`config.mk`:
```
export PLATFORM = sky130hd
export DESIGN_NAME = vga_timing_gen
export DESIGN_NICKNAME = d
export VERILOG_FILES = /design/src/rtl/vga_pkg.sv /design/src/rtl/vga_pattern_gen.sv /design/src/rtl/vga_timing_gen.sv
export SDC_FILE = /design/constraint.sdc
export NUM_CORES = 1
export LEC_CHECK = 0
export CORE_UTILIZATION = 57
export CTS_BUF_LIST = sky130_fd_sc_hd__clkbuf_8
export DETAILED_ROUTE_END_ITERATION = 10
export PLACE_DENSITY_LB_ADDON = 0.25
export SLEW_MARGIN = 20
export SYNTH_ARGS = -nofsm -noshare
export SYNTH_HDL_FRONTEND = slang
export SYNTH_SLANG_ARGS = --single-unit
```
`constraint.sdc`:
```
create_clock -name sclk -period 6.3 [get_ports sclk]
set_input_delay 0.945 -clock sclk [delete_from_list [all_inputs] [get_ports sclk]]
set_output_delay 0.945 -clock sclk [all_outputs]
set_load 0.02 [all_outputs]
```
`src/rtl/vga_pkg.sv`:
```
// Shared definitions for the VGA raster generator.
// Holds the colour-bar palette, pixel-source mode encodings and a width helper.
package vga_pkg;

    typedef enum logic [1:0] {
        MODE_EXT   = 2'd0,
        MODE_BAR   = 2'd1,
        MODE_GRID  = 2'd2,
        MODE_SOLID = 2'd3
    } mode_e;

    // RGB565 colour bars in display order.
    localparam logic [15:0] PALETTE [8] = '{
        16'hFFFF, 16'hFFE0, 16'h07FF, 16'h07E0,
        16'hF81F, 16'hF800, 16'h001F, 16'h0000
    };

    // Bit width needed to hold 0..n-1; never less than 1.
    function automatic int width_of(input int n);
        return (n <= 1) ? 1 : $clog2(n);
    endfunction

endpackage

```
`src/rtl/vga_pattern_gen.sv`:
```
// Built-in test pattern source: colour bars, grid or a solid colour.
// Ports: clk/rst, active + pix_x/pix_y of the stage-0 pixel, mode, solid_rgb;
// pat_rgb is the registered colour, aligned with external data in stage 1.
module vga_pattern_gen
    import vga_pkg::*;
#(
    parameter int H_ADDR  = 800,
    parameter int BAR_NUM = 4,
    parameter int RGB_W   = 16,
    parameter int XW      = 10,
    parameter int YW      = 10
) (
    input  logic             clk,
    input  logic             rst,
    input  logic             active,
    input  logic [1:0]       mode,
    input  logic [XW-1:0]    pix_x,
    input  logic [YW-1:0]    pix_y,
    input  logic [RGB_W-1:0] solid_rgb,
    output logic [RGB_W-1:0] pat_rgb
);

    localparam int BAR_W = H_ADDR / BAR_NUM;
    localparam int BW    = width_of(BAR_W);

    logic [BW-1:0]    bar_cnt;
    logic [BW-1:0]    cur_cnt;
    logic [2:0]       bar_idx;
    logic [2:0]       cur_idx;
    logic             line_start;
    logic [RGB_W-1:0] nxt_rgb;

    // Column 0 restarts the bar walk, so the counter needs no line clear.
    always_comb begin
        line_start = (pix_x == '0);
        cur_cnt    = line_start ? '0 : bar_cnt;
        cur_idx    = line_start ? '0 : bar_idx;
        nxt_rgb    = '0;
        case (mode)
            MODE_BAR:   nxt_rgb = RGB_W'(PALETTE[cur_idx]);
            MODE_GRID: begin
                if ((32'(pix_x) & 32'h1F) == 32'd0 ||
                    (32'(pix_y) & 32'h1F) == 32'd0)
                    nxt_rgb = RGB_W'(16'hFFFF);
            end
            MODE_SOLID: nxt_rgb = solid_rgb;
            default:    nxt_rgb = '0;
        endcase
    end

    always_ff @(posedge clk) begin
        if (rst) begin
            bar_cnt <= '0;
            bar_idx <= '0;
            pat_rgb <= '0;
        end else begin
            pat_rgb <= active ? nxt_rgb : '0;
            if (active) begin
                if (cur_cnt == BW'(BAR_W - 1)) begin
                    bar_cnt <= '0;
                    bar_idx <= cur_idx + 3'd1;
                end else begin
                    bar_cnt <= cur_cnt + 1'b1;
                    bar_idx <= cur_idx;
                end
            end
        end
    end

endmodule

```
`src/rtl/vga_timing_gen.sv`:
```
// Parametrised VGA raster generator with pattern or external pixel source.
// Ports: sclk/s_rst, mode, solid_rgb, pix_req/pix_x/pix_y/pix_data/pix_valid
// to the pixel source; vga_hsync/vsync/de/rgb, frame_start, underflow out.
module vga_timing_gen
    import vga_pkg::*;
#(
    parameter int H_TOTAL  = 1056,
    parameter int H_ADDR   = 800,
    parameter int H_SYNC   = 128,
    parameter int H_BP     = 88,
    parameter int V_TOTAL  = 628,
    parameter int V_ADDR   = 600,
    parameter int V_SYNC   = 4,
    parameter int V_BP     = 23,
    parameter int SYNC_POL = 1,
    parameter int RGB_W    = 16,
    parameter int BAR_NUM  = 4
) (
    input  logic                          sclk,
    input  logic                          s_rst,
    input  logic [1:0]                    mode,
    input  logic [RGB_W-1:0]              solid_rgb,
    output logic                          pix_req,
    output logic [width_of(H_ADDR)-1:0]   pix_x,
    output logic [width_of(V_ADDR)-1:0]   pix_y,
    input  logic [RGB_W-1:0]              pix_data,
    input  logic                          pix_valid,
    output logic                          vga_hsync,
    output logic                          vga_vsync,
    output logic                          vga_de,
    output logic [RGB_W-1:0]              vga_rgb,
    output logic                          frame_start,
    output logic                          underflow
);

    localparam int HW      = width_of(H_TOTAL);
    localparam int VW      = width_of(V_TOTAL);
    localparam int XW      = width_of(H_ADDR);
    localparam int YW      = width_of(V_ADDR);
    localparam int H_START = H_SYNC + H_BP;
    localparam int H_END   = H_START + H_ADDR;
    localparam int V_START = V_SYNC + V_BP;
    localparam int V_END   = V_START + V_ADDR;
    localparam logic INV   = (SYNC_POL == 0);

    logic [HW-1:0]    cnt_h;
    logic [VW-1:0]    cnt_v;
    mode_e            mode_r;
    logic [31:0]      h32;
    logic [31:0]      v32;
    logic             active;
    logic             raw_hs;
    logic             raw_vs;
    logic             first;
    logic [RGB_W-1:0] pat_rgb;
    logic [RGB_W-1:0] ext_rgb;
    logic             s1_act;
    logic             s1_ext;
    logic             s1_hs;
    logic             s1_vs;
    logic             s1_fs;

    // Stage 0: compare in 32 bits so an end offset equal to the total
    // cannot alias to zero in a narrow counter.
    always_comb begin
        h32     = 32'(cnt_h);
        v32     = 32'(cnt_v);
        active  = (h32 >= H_START) && (h32 < H_END) &&
                  (v32 >= V_START) && (v32 < V_END);
        raw_hs  = (h32 < H_SYNC);
        raw_vs  = (v32 < V_SYNC);
        first   = (cnt_h == '0) && (cnt_v == '0);
        pix_req = active && (mode_r == MODE_EXT);
        pix_x   = active ? XW'(h32 - 32'(H_START)) : '0;
        pix_y   = active ? YW'(v32 - 32'(V_START)) : '0;
        ext_rgb = pix_valid ? pix_data : '0;
    end

    always_ff @(posedge sclk) begin
        if (s_rst) begin
            cnt_h  <= '0;
            cnt_v  <= '0;
            mode_r <= MODE_EXT;
        end else begin
            if (first)
                mode_r <= mode_e'(mode);
            if (h32 == H_TOTAL - 1) begin
                cnt_h <= '0;
                if (v32 == V_TOTAL - 1)
                    cnt_v <= '0;
                else
                    cnt_v <= cnt_v + 1'b1;
            end else begin
                cnt_h <= cnt_h + 1'b1;
            end
        end
    end

    vga_pattern_gen #(
        .H_ADDR  (H_ADDR),
        .BAR_NUM (BAR_NUM),
        .RGB_W   (RGB_W),
        .XW      (XW),
        .YW      (YW)
    ) u_pattern (
        .clk       (sclk),
        .rst       (s_rst),
        .active    (active),
        .mode      (mode_r),
        .pix_x     (pix_x),
        .pix_y     (pix_y),
        .solid_rgb (solid_rgb),
        .pat_rgb   (pat_rgb)
    );

    // Stage 1: timing flags follow the request while the source responds.
    always_ff @(posedge sclk) begin
        if (s_rst) begin
            s1_act <= 1'b0;
            s1_ext <= 1'b0;
            s1_hs  <= 1'b0;
            s1_vs  <= 1'b0;
            s1_fs  <= 1'b0;
        end else begin
            s1_act <= active;
            s1_ext <= pix_req;
            s1_hs  <= raw_hs;
            s1_vs  <= raw_vs;
            s1_fs  <= first;
        end
    end

    // Stage 2: registered outputs.
    always_ff @(posedge sclk) begin
        if (s_rst) begin
            vga_hsync   <= INV;
            vga_vsync   <= INV;
            vga_de      <= 1'b0;
            vga_rgb     <= '0;
            frame_start <= 1'b0;
            underflow   <= 1'b0;
        end else begin
            vga_hsync   <= s1_hs ^ INV;
            vga_vsync   <= s1_vs ^ INV;
            vga_de      <= s1_act;
            vga_rgb     <= !s1_act ? '0 : (s1_ext ? ext_rgb : pat_rgb);
            frame_start <= s1_fs;
            underflow   <= s1_ext && !pix_valid;
        end
    end

endmodule

```
==> run_results.csv, run 1 <==
group,metric,value,unit
worst_setup_path,cp_slowest_cell,"or2_2",
clock_tree,cts_tree,"built",
yosys,synthesis.nets,488,
sta,grt_setup_unrepaired,"false",
place,gp_congestion,0.845,
floorplan,num_rows,28,
yosys,ys_async_sr_fraction,0,%
clock_tree,numCtsBuffers,9,
clock_tree,clockBufferDepth,2,
global_routing,use_met1,35.1,%
sta,fin_setup_tns,0,ps
routing,firstDrtPassIters,6,
floorplan,die_y,82.1,µm
yosys,synth_xor_area_share,6.94,%
worst_setup_path,cp.arrival,3250,ps
job,cap_viol_max_count,0,
sta,period_share,66.5,%
clock_tree,cts_sinks,76,
global_routing,grt_max_degree,40,
clock_tree,htree_levels,3,
yosys,synth_top_family_by_area,"simple AND/OR/NAND/NOR gates",
place,numPortBuffers,78,
sta,fmax,0.239,GHz
global_routing,grtUsageMet2,43.1,%
global_routing,grt_use_total,26.9,%
routing,drt_iter0_markers,245,
sta,maxSlewHeadroom,33.1,%
layout,area_growth,26.5,%
worst_setup_path,max_stage_delay,620,ps
yosys,avgSynthCellArea,8.25,µm²
clock_tree,clkTransAtPathRegs,80,ps
place,place_area,4390,µm²
sta,hold_viol_final,0,
worst_setup_path,end_kind,"output pin",
yosys,syn_area,3660,µm²
yosys,synthAdderAreaFrac,2.39,%
global_routing,antenna_found_initial,0,
hold_path,hold_path.class,"reg2reg",
routing,drtAntennaViolNets,0,
routing,wl_per_cell,15.1,µm
yosys,ys_seq_area_share,41.6,%
clock_tree,clockRootBuffer,"clkbuf_8",
sta,fin_worst_skew,8.77,ps
yosys,synthFlopType,"dfxtp_1",
global_routing,grt_overflow,0,
worst_setup_path,cp_cell_sequence,"ha_1 > o211a_1 > o41ai_1 > or2_2 > nor2_1 > clkdlybuf4s50_1",
yosys,synth_edf_count,0,
power,leakage,1.75,nW
floorplan,die_w,82.1,µm
floorplan,core_area,6060,µm²
yosys,ys_warn_count,0,
global_routing,grt_pass1_wl,13800,µm
global_routing,grt_pass1_vias,2978,
worst_setup_path,path_class,"reg2out",
clock_tree,cts_setup_buffers,0,
clock_tree,cts_hold_buffers,0,
yosys,ys_ff_latch,76,
power,irDropWorstVdd,0.000210,V
routing,via_per_inst,5.72,
sta,setup_viol,0,
global_routing,met3_usage,4.84,%
yosys,synth-compound-area-share,13.6,%
routing,drt_wl_total,8790,µm
clock_tree,post_cts_resized,0,
power,powerDensity,218,nW/µm²
floorplan,dieArea,6750,µm²
worst_setup_path,startpoint_type,"register",
status,status,"finished clean",
floorplan,ios,79,
sta,drv_slew,0,
clock_tree,clk_latency,350,ps
layout,drive_above_1_share,4.73,%
yosys,synth_mux_area_share,1.13,%
worst_setup_path,crit_path_max_fanout,32,
layout,final_cell_count_no_fill,582,
layout,fillers,426,
yosys,synthCells,444,
yosys,synth-simple-area-share,28.5,%
place,hpwl,5920,µm
floorplan,start_util,60.4,%
layout,antennaDiodeCount,0,
worst_setup_path,required,5350,ps
layout,fin_nets,546,
layout,fin_area,4630,µm²
sta,worst-slew-pin-transition,999,ps
routing,drc_errors,0,
sta,whs,445,ps
place,dp.cells,566,
sta,fin_crit,4190,ps
global_routing,grt_busiest_layer,"met2",
yosys,synth_cell_types,50,
routing,vias,3331,
cell usage after synthesis, types with 3 or more instances:
cell       n  area [µm²]
nand3_1   10        50.1
nand2_1   24        90.1
buf_6      3        33.8
nand4_1    7        43.8
o31ai_1   16         120
dfxtp_1   76        1520
nor4_1     7        43.8
nor2b_1   21         131
nor3_1    13        65.1
or4_1      6        45.0
nor2_1    71         267
o22ai_1    3        18.8
buf_1      3        11.3
mux2i_1    3        30.0
o21ai_0   21         105
clkbuf_1  17        63.8
o311ai_0   3        26.3
xnor2_1   12         105
ha_1       7        87.6
or3_1      3        18.8
a21oi_1   22         110
inv_1     14        52.6
buf_2      9        45.0
and2_1     6        37.5
xor2_1    17         149
nand3b_1   4        30.0
and4_1     4        35.0
nand2b_1   8        50.1
and3_1     9        56.3
worst paths after layout:
check	endpoint	depth (start not counted)	slack, ps	start
worst max register to register	u_pattern.bar_idx[2]	13	2480	cnt_v[0]
worst min-delay path	frame_start	1	440	s1_fs
worst min register to register	frame_start	1	440	s1_fs
worst max-delay path	pix_x[3]	6	2110	cnt_h[3]
area by class of cell:
class / instances / area [µm²] / area share, %
multi-input cells: 321 / 1930 / 41.6
flip-flops and latches: 76 / 1520 / 32.9
repair buffers: 80 / 796 / 17.2
clock buffers: 9 / 124 / 2.68
clock inverters: 7 / 116 / 2.51
well taps: 75 / 93.8 / 2.03
inverters: 14 / 52.6 / 1.14
cells by family after synthesis:
group	count (synthesis)
AOI/OAI and AO/OA	79
adders and majority gates	7
and+or+nand+nor	202
xor gates and xnor gates	29
DFF	76
buffers and inverters	47
muxes	4
sequential cells by signal, indices dropped and copies added (netlist names), 2 cells and up:
signal,count
u_pattern.pat_rgb,16
vga_rgb,16
cnt_h,11
cnt_v,10
u_pattern.bar_cnt,8
u_pattern.bar_idx,3
mode_r,2
where the power goes:
part	switching, mW	internal (mW)	total, mW
clock network	0.182	0.262	0.444
logic	0.0265	0.0359	0.0625
registers	0.0117	0.490	0.502
total	0.220	0.788	1.01
stage by stage:
step                power, mW  worst slack [ps]  utilization [%]
finish                   1.01              2110             76.4
global route             1.04              1910             76.4
CTS                      1.01              1820             76.4
detailed placement      0.574              2240             72.4
global placement        0.572              2430             72.4
floorplan               0.540              3170                -
placed cells by master (no fill, tap or decap), types with 4 or more instances in the layout:
cell             netlist  layout
and4_1                 4       4
nand3b_1               4       4
a21oi_1               22      22
inv_1                 14      15
or4_1                  6       6
dfxtp_1               76      76
o31ai_1               16      16
ha_1                   7       7
nor3_1                13      13
nor4_1                 7       7
nand2_1               24      24
clkbuf_8               0       9
nand2b_1               8       8
clkdlybuf4s50_1        0      78
nand3_1               10      10
xnor2_1               12      12
nand4_1                7       7
and2_1                 6       6
nor2b_1               21      21
o21ai_0               21      21
nor2_1                71      71
and3_1                 9       9
xor2_1                17      17
metal layers:
metal / wire length, µm / vias to the layer above
li1: - / 1650
met1: 3930 / 1516
met2: 4060 / 149
met3: 649 / 16
met4: 147 / 0
met5: 0 / -
worst max-delay path: cells and delay by family, from the launching register on:
family                   cells  cell delay (ps)
AO/OA/AOI/OAI                2              870
adder cells (fa/ha/maj)      1              310
buffers and inverters        1              570
flip-flops                   1              410
AND/OR/NAND/NOR              2              730
No activity file was read; power rests on OpenSTA's default activity.
==> inputs of run 2 (changes only) <==
--- a/config.mk
+++ b/config.mk
@@ -5,7 +5,7 @@
 export SDC_FILE = /design/constraint.sdc
 export NUM_CORES = 1
 export LEC_CHECK = 0
-export CORE_UTILIZATION = 57
+export CORE_UTILIZATION = 47
 export CTS_BUF_LIST = sky130_fd_sc_hd__clkbuf_8
 export DETAILED_ROUTE_END_ITERATION = 10
 export PLACE_DENSITY_LB_ADDON = 0.25
==> constraint.sdc (replaced) <==
create_clock -name sclk -period 3.4 [get_ports sclk]
set_input_delay 0.51 -clock sclk [delete_from_list [all_inputs] [get_ports sclk]]
set_output_delay 0.51 -clock sclk [all_outputs]
set_load 0.02 [all_outputs]
==> run 2 against run 1 <==
Sequential share of layout area decreased by 0.92 points. Sequential power increased by 85%. Cell count increased by 5.8%. Largest power group unchanged.
==> run_results.csv, run 2 (synthesized netlist as in run 1, its figures left out) <==
group,metric,value,unit
sta,drv_slew,0,
place,place_area,4490,µm²
worst_setup_path,path_class,"reg2out",
clock_tree,cts_sinks,76,
routing,wl_per_cell,13.8,µm
sta,fmax,0.305,GHz
worst_setup_path,startpoint_type,"register",
clock_tree,clk_latency,350,ps
power,power,1.76,mW
layout,fin_area,4770,µm²
floorplan,ios,79,
worst_setup_path,required,2890,ps
layout,final_common_cell,"dfxtp_1",
routing,drt_wl_total,8510,µm
sta,maxSlewHeadroom,60.9,%
clock_tree,cts_tree,"built",
hold_path,worstHoldPathCells,1,
hold_path,min_from,"s1_hs",
clock_tree,htree_levels,3,
sta,fin_crit,3280,ps
worst_setup_path,reg2reg_slack,190,ps
global_routing,grt_pass1_wl,14100,µm
worst_setup_path,rr_startpoint,"cnt_h[3]",
clock_tree,clockBufferDepth,2,
worst_setup_path,cp.arrival,2770,ps
power,powerDensity,369,nW/µm²
floorplan,core_area,7410,µm²
job,cap_viol_max_count,0,
place,hpwl,5960,µm
worst_setup_path,crit-reg2reg-capture,"u_pattern.bar_cnt[3]",
power,leakage,2.11,nW
routing,drc_errors,0,
global_routing,antenna_found_initial,0,
routing,via_per_inst,5.37,
floorplan,die_w,90.3,µm
place,gp_congestion,0.885,
layout,fillers,650,
hold_path,hold_end,"vga_hsync",
sta,fin_worst_skew,7.35,ps
status,status,"finished clean",
clock_tree,clkTransAtPathRegs,80,ps
floorplan,die_y,90.3,µm
worst_setup_path,end_kind,"output pin",
place,numPortBuffers,78,
power,irDropWorstVdd,0.000208,V
routing,drt_iter0_markers,116,
global_routing,grt_overflow,0,
global_routing,grt_use_total,21.4,%
sta,worst-slew-pin-transition,581,ps
layout,antennaDiodeCount,0,
layout,ff_latch_area,1520,µm²
worst_setup_path,crit_path_max_fanout,9,
sta,setup_viol,0,
sta,whs,436,ps
layout,multi_input_area,1940,µm²
routing,firstDrtPassIters,4,
layout,top_regs,"u_pattern.pat_rgb x16, vga_rgb x16, cnt_h x11",
layout,layout_common_cells,"dfxtp_1, nor2_1, clkdlybuf4s50_1, nand2_1, a21oi_1",
layout,fin_nets,556,
routing,vias,3306,
worst_setup_path,reg2regPathDepth,12,
global_routing,grt_max_degree,39,
layout,drive_above_1_share,7.35,%
sta,hold_viol_final,0,
floorplan,start_util,49.4,%
global_routing,grt_pass1_vias,2986,
hold_path,hold_path.class,"reg2reg",
floorplan,num_rows,31,
layout,area_growth,30.2,%
floorplan,dieArea,8150,µm²
sta,period_share,96.5,%
clock_tree,numCtsBuffers,9,
clock_tree,clockRootBuffer,"clkbuf_8",
routing,drtAntennaViolNets,0,
-- run 2: cell types whose count changed in the layout (fill, tap and decap cells not counted), sizes merged --
cell | previous run | this run
clkdlybuf4s50 | 78 | 61
dlymetal6s2s | 0 | 17
buf | 2 | 12
bufinv | 3 | 1
clkbuf | 9 | 11
clkinvlp | 0 | 1
inv | 15 | 14
-- run 2: layout make-up --
class,count,area share (%)
timing repair buffer,90,19.2
sequential,76,31.9
clock buffer,11,3.18
inverter,14,1.10
clock inverter,5,1.26
multi-input combinational,321,40.8
tap,99,2.60
-- run 2: power by group --
part	total [mW]	switching, mW	internal [mW]	leakage [nW]
Clock	0.715	0.334	0.380	0.106
Combinational	0.114	0.0476	0.0665	1.39
Sequential	0.930	0.0213	0.908	0.616
-- run 2: repair_timing --
item,4_1_cts,5_1_grt
endpoints found under the setup margin,4,27
pin swaps,1,0
gates resized for setup,0,21
hold buffers,0,0
buffers inserted,1,0
cloned,0,0
-- run 2: worst max path at each step --
stage,from,cells past startpoint,endpoint,slack (ps)
3_5_place_dp,cnt_h[3],12,u_pattern.bar_cnt[3],210
4_1_cts,cnt_v[5],7,pix_req,20
5_1_grt,cnt_h[4],12,u_pattern.bar_cnt[3],-20
2_1_floorplan,cnt_v[0],14,u_pattern.bar_idx[2],350
3_3_place_gp,cnt_h[3],12,u_pattern.bar_cnt[3],350
6_report,cnt_v[5],7,pix_x[4],120
-- run 2: through the flow --
| step | cells | TNS [ps] | util (%) | worst slack, ps |
|---|---|---|---|---|
| 2_1_floorplan | 444 | 0 | - | 353 |
| 5_1_grt | 616 | -23.5 | 64.3 | -23.5 |
| 3_3_place_gp | 599 | 0 | 60.6 | 348 |
| 6_report | 616 | 0 | 64.3 | 119 |
| 3_5_place_dp | 599 | 0 | 60.6 | 208 |
| 4_1_cts | 616 | 0 | 63.5 | 15.3 |
-- run 2: worst max-delay path, cell delays in order, from the launching register on --
cell,delay [ps]
dfxtp_1,400
or4_1,580
or3_1,370
o41ai_2,100
nor2_1,120
buf_4,160
and2_1,160
clkdlybuf4s50_1,540
-- run 2: metal layers --
metal	vias to the layer above	part of all wire, %	GRT usage, %
met4	0	1.9	9.95
li1	1670	-	-
met3	17	5.8	3.62
met2	125	46	33.8
met1	1494	47	28.4
met5	-	0	0
==> inputs of run 3 (changes only) <==
--- a/config.mk
+++ b/config.mk
@@ -5,11 +5,12 @@
 export SDC_FILE = /design/constraint.sdc
 export NUM_CORES = 1
 export LEC_CHECK = 0
-export CORE_UTILIZATION = 47
+export CORE_UTILIZATION = 48
 export CTS_BUF_LIST = sky130_fd_sc_hd__clkbuf_8
 export DETAILED_ROUTE_END_ITERATION = 10
 export PLACE_DENSITY_LB_ADDON = 0.25
 export SLEW_MARGIN = 20
 export SYNTH_ARGS = -nofsm -noshare
 export SYNTH_HDL_FRONTEND = slang
+export SYNTH_HIERARCHICAL = 1
 export SYNTH_SLANG_ARGS = --single-unit
==> run 3 against run 2 <==
Die area rose by 0.55%. The run now ends with negative setup slack left. Cell count increased by 7.6%. Hold slack better by 17 ps. Combinational power grew 13%. Power fell by 0.21%. Via count rose by 11%. First-iteration DRC count is 17% lower.
==> run_results.csv, run 3 <==
group,metric,value,unit
status,status,"complete, but fails checks",
status,violations,"negative setup slack",
yosys,synth-compound-area-share,16.1,%
floorplan,die_y,90.5,µm
sta,fmax,0.276,GHz
yosys,synth_area_leader_cell,"dfxtp_1",
global_routing,grt_use_total,24.6,%
sta,fin_crit,3620,ps
floorplan,ios,79,
clock_tree,clkTransAtPathRegs,80,ps
layout,top_regs,"u_pattern/pat_rgb x16, vga_rgb x16, cnt_h x11",
job,cap_viol_max_count,0,
yosys,ys_async_sr_fraction,0,%
yosys,synthFlopType,"dfxtp_1",
clock_tree,clockBufferDepth,2,
place,place_area,4890,µm²
yosys,synth_common_cells,"dfxtp_1, nor2_1, a21oi_1",
worst_setup_path,cp_slowest_cell,"or4_4",
sta,hold_viol_final,0,
yosys,synthAdderAreaFrac,2.33,%
layout,final_common_cell,"dfxtp_1",
floorplan,die_w,90.5,µm
worst_setup_path,critPathTopFamily,"simple AND/OR/NAND/NOR gates",
layout,antennaDiodeCount,0,
yosys,synth_xor_area_share,5.12,%
sta,maxSlewHeadroom,45.5,%
yosys,synthCells,463,
layout,area_growth,36.5,%
place,dp.cells,644,
clock_tree,clk_latency,360,ps
sta,grt_setup_unrepaired,"true",
hold_path,hold_path.class,"reg2reg",
worst_setup_path,end_kind,"register",
clock_tree,clockRootBuffer,"clkbuf_8",
sta,fin_ws,-225,ps
floorplan,start_util,50.8,%
yosys,ys_seq_area_share,40.5,%
yosys,syn_area,3760,µm²
global_routing,grt_pass1_vias,3572,
sta,worst-slew-pin-transition,817,ps
worst_setup_path,startpoint_type,"register",
yosys,ys_warn_count,6,
yosys,synth-simple-area-share,29.0,%
global_routing,grt_pass1_wl,16300,µm
clock_tree,cts_sinks,76,
yosys,synth_mux_area_share,0.799,%
place,numPortBuffers,78,
routing,via_per_inst,5.55,
worst_setup_path,cp.arrival,3880,ps
sta,fin_worst_skew,12.4,ps
clock_tree,numCtsBuffers,9,
layout,fin_area,5130,µm²
yosys,synthTopCellsByArea,"dfxtp_1, nor2_1, a21oi_1",
layout,final_cell_count_no_fill,663,
layout,drive_above_1_share,18.6,%
worst_setup_path,crit_path_max_fanout,9,
worst_setup_path,max_stage_delay,540,ps
worst_setup_path,cp_num_buf_inv,1,
routing,drtAntennaViolNets,0,
power,irDropWorstVdd,0.000272,V
yosys,synth_top_family_by_area,"simple AND/OR/NAND/NOR gates",
global_routing,grt_max_degree,25,
layout,fin_nets,603,
power,powerDensity,342,nW/µm²
floorplan,dieArea,8190,µm²
global_routing,grt_overflow,0,
worst_setup_path,reg2reg_slack,-220,ps
sta,drv_slew,0,
routing,wl_per_cell,15.0,µm
yosys,synthesis.nets,507,
power,leakage,2.07,nW
worst_setup_path,cp_cell_sequence,"or4_4 > o311ai_4 > nand4b_1 > buf_12 > nor2_4 > or4_4 > or4_4 > and2_4 > ha_4 > and4_4 > nand2_8 > a21boi_2 > o32ai_2",
yosys,synth_top_area_share,40.5,%
routing,drt_iter0_markers,96,
sta,setup_viol,10,
routing,vias,3677,
clock_tree,htree_levels,3,
place,gp_congestion,0.913,
yosys,synth_cell_types,53,
worst_setup_path,required,3660,ps
worst_setup_path,timing.critical_path.mode_cell,"or4_4",
routing,drt_wl_total,9920,µm
layout,layout_common_cells,"dfxtp_1, nor2_1, clkdlybuf4s50_1, a21oi_1, buf_4",
yosys,post-synth-top-count-cell,"dfxtp_1",
floorplan,core_area,7410,µm²
floorplan,num_rows,31,
place,hpwl,7060,µm
yosys,avgSynthCellArea,8.12,µm²
yosys,ys_ff_latch,76,
clock_tree,cts_hold_buffers,0,
routing,drc_errors,0,
global_routing,antenna_found_initial,0,
sta,period_share,107,%
worst_setup_path,path_class,"reg2reg",
yosys,synth_edf_count,0,
clock_tree,cts_tree,"built",
routing,firstDrtPassIters,4,
run 3: kinds of logic after synthesis:
group | Yosys count
compound gates | 100
flops | 76
xor+xnor | 22
fa+ha+maj | 7
buf+inv | 51
simple gates | 204
mux | 3
run 3: power breakdown:
| group | internal [mW] | switching [mW] |
|---|---|---|
| clock | 0.351 | 0.365 |
| combinational | 0.0680 | 0.0613 |
| sequential | 0.899 | 0.0111 |
| total | 1.32 | 0.437 |
run 3: what timing repair did:
item | 4_1_cts | 5_1_grt
gates resized for setup | 20 | 36
gates cloned | 0 | 1
setup buffers | 1 | 1
pin swaps | 0 | 6
setup endpoints to repair | 46 | 29
run 3: metal layers:
layer / up-vias / part of all wire, % / wire, µm / GRT usage, %
met1: 1736 / 43 / 4240 / 28.8
met4: 0 / 2.6 / 259 / 12.8
met3: 26 / 4.6 / 455 / 3.87
met2: 104 / 50 / 4960 / 43.1
met5: - / 0 / 0 / 0
li1: 1811 / - / - / -
run 3: final cells by class:
| class | instances | area, µm² |
|---|---|---|
| Inverter | 14 | 52.6 |
| Fill cell | 582 | 2280 |
| Clock buffer | 9 | 124 |
| Sequential cell | 76 | 1520 |
| Timing Repair Buffer | 122 | 1080 |
| Clock inverter | 7 | 80.1 |
| Tap cell | 99 | 124 |
| Multi-Input combinational cell | 336 | 2150 |
run 3: worst reg2reg max path, cell delays in order (launching register included):
cell      delay, ps
dfxtp_2         330
or4_4           540
o311ai_4        250
nand4b_1        290
buf_12          170
nor2_4           40
or4_4           530
or4_4           510
and2_4          160
ha_4            160
and4_4          170
nand2_8         100
a21boi_2         80
o32ai_2         230
run 3: path summary, 6_finish.rpt:
path | from | endpoint | cells after the start
setup / recovery | cnt_v[7] | u_pattern/bar_idx[1] | 13
hold reg to reg | s1_fs | frame_start | 1
hold / removal | s1_fs | frame_start | 1
setup reg to reg | cnt_v[7] | u_pattern/bar_idx[1] | 13
run 3: stage by stage:
stage	TNS [ps]	power (mW)	hold WS (ps)	worst slack (ps)	utilization, %
finish	-1470	1.75	452	-225	69.3
global route	-2660	1.83	455	-311	69.3
CTS	-1130	1.76	453	-169	68.8
detailed placement	-1470	1.05	435	-181	66.0
global placement	-688	1.05	432	-130	66.0
floorplan	-4320	0.985	414	-478	-
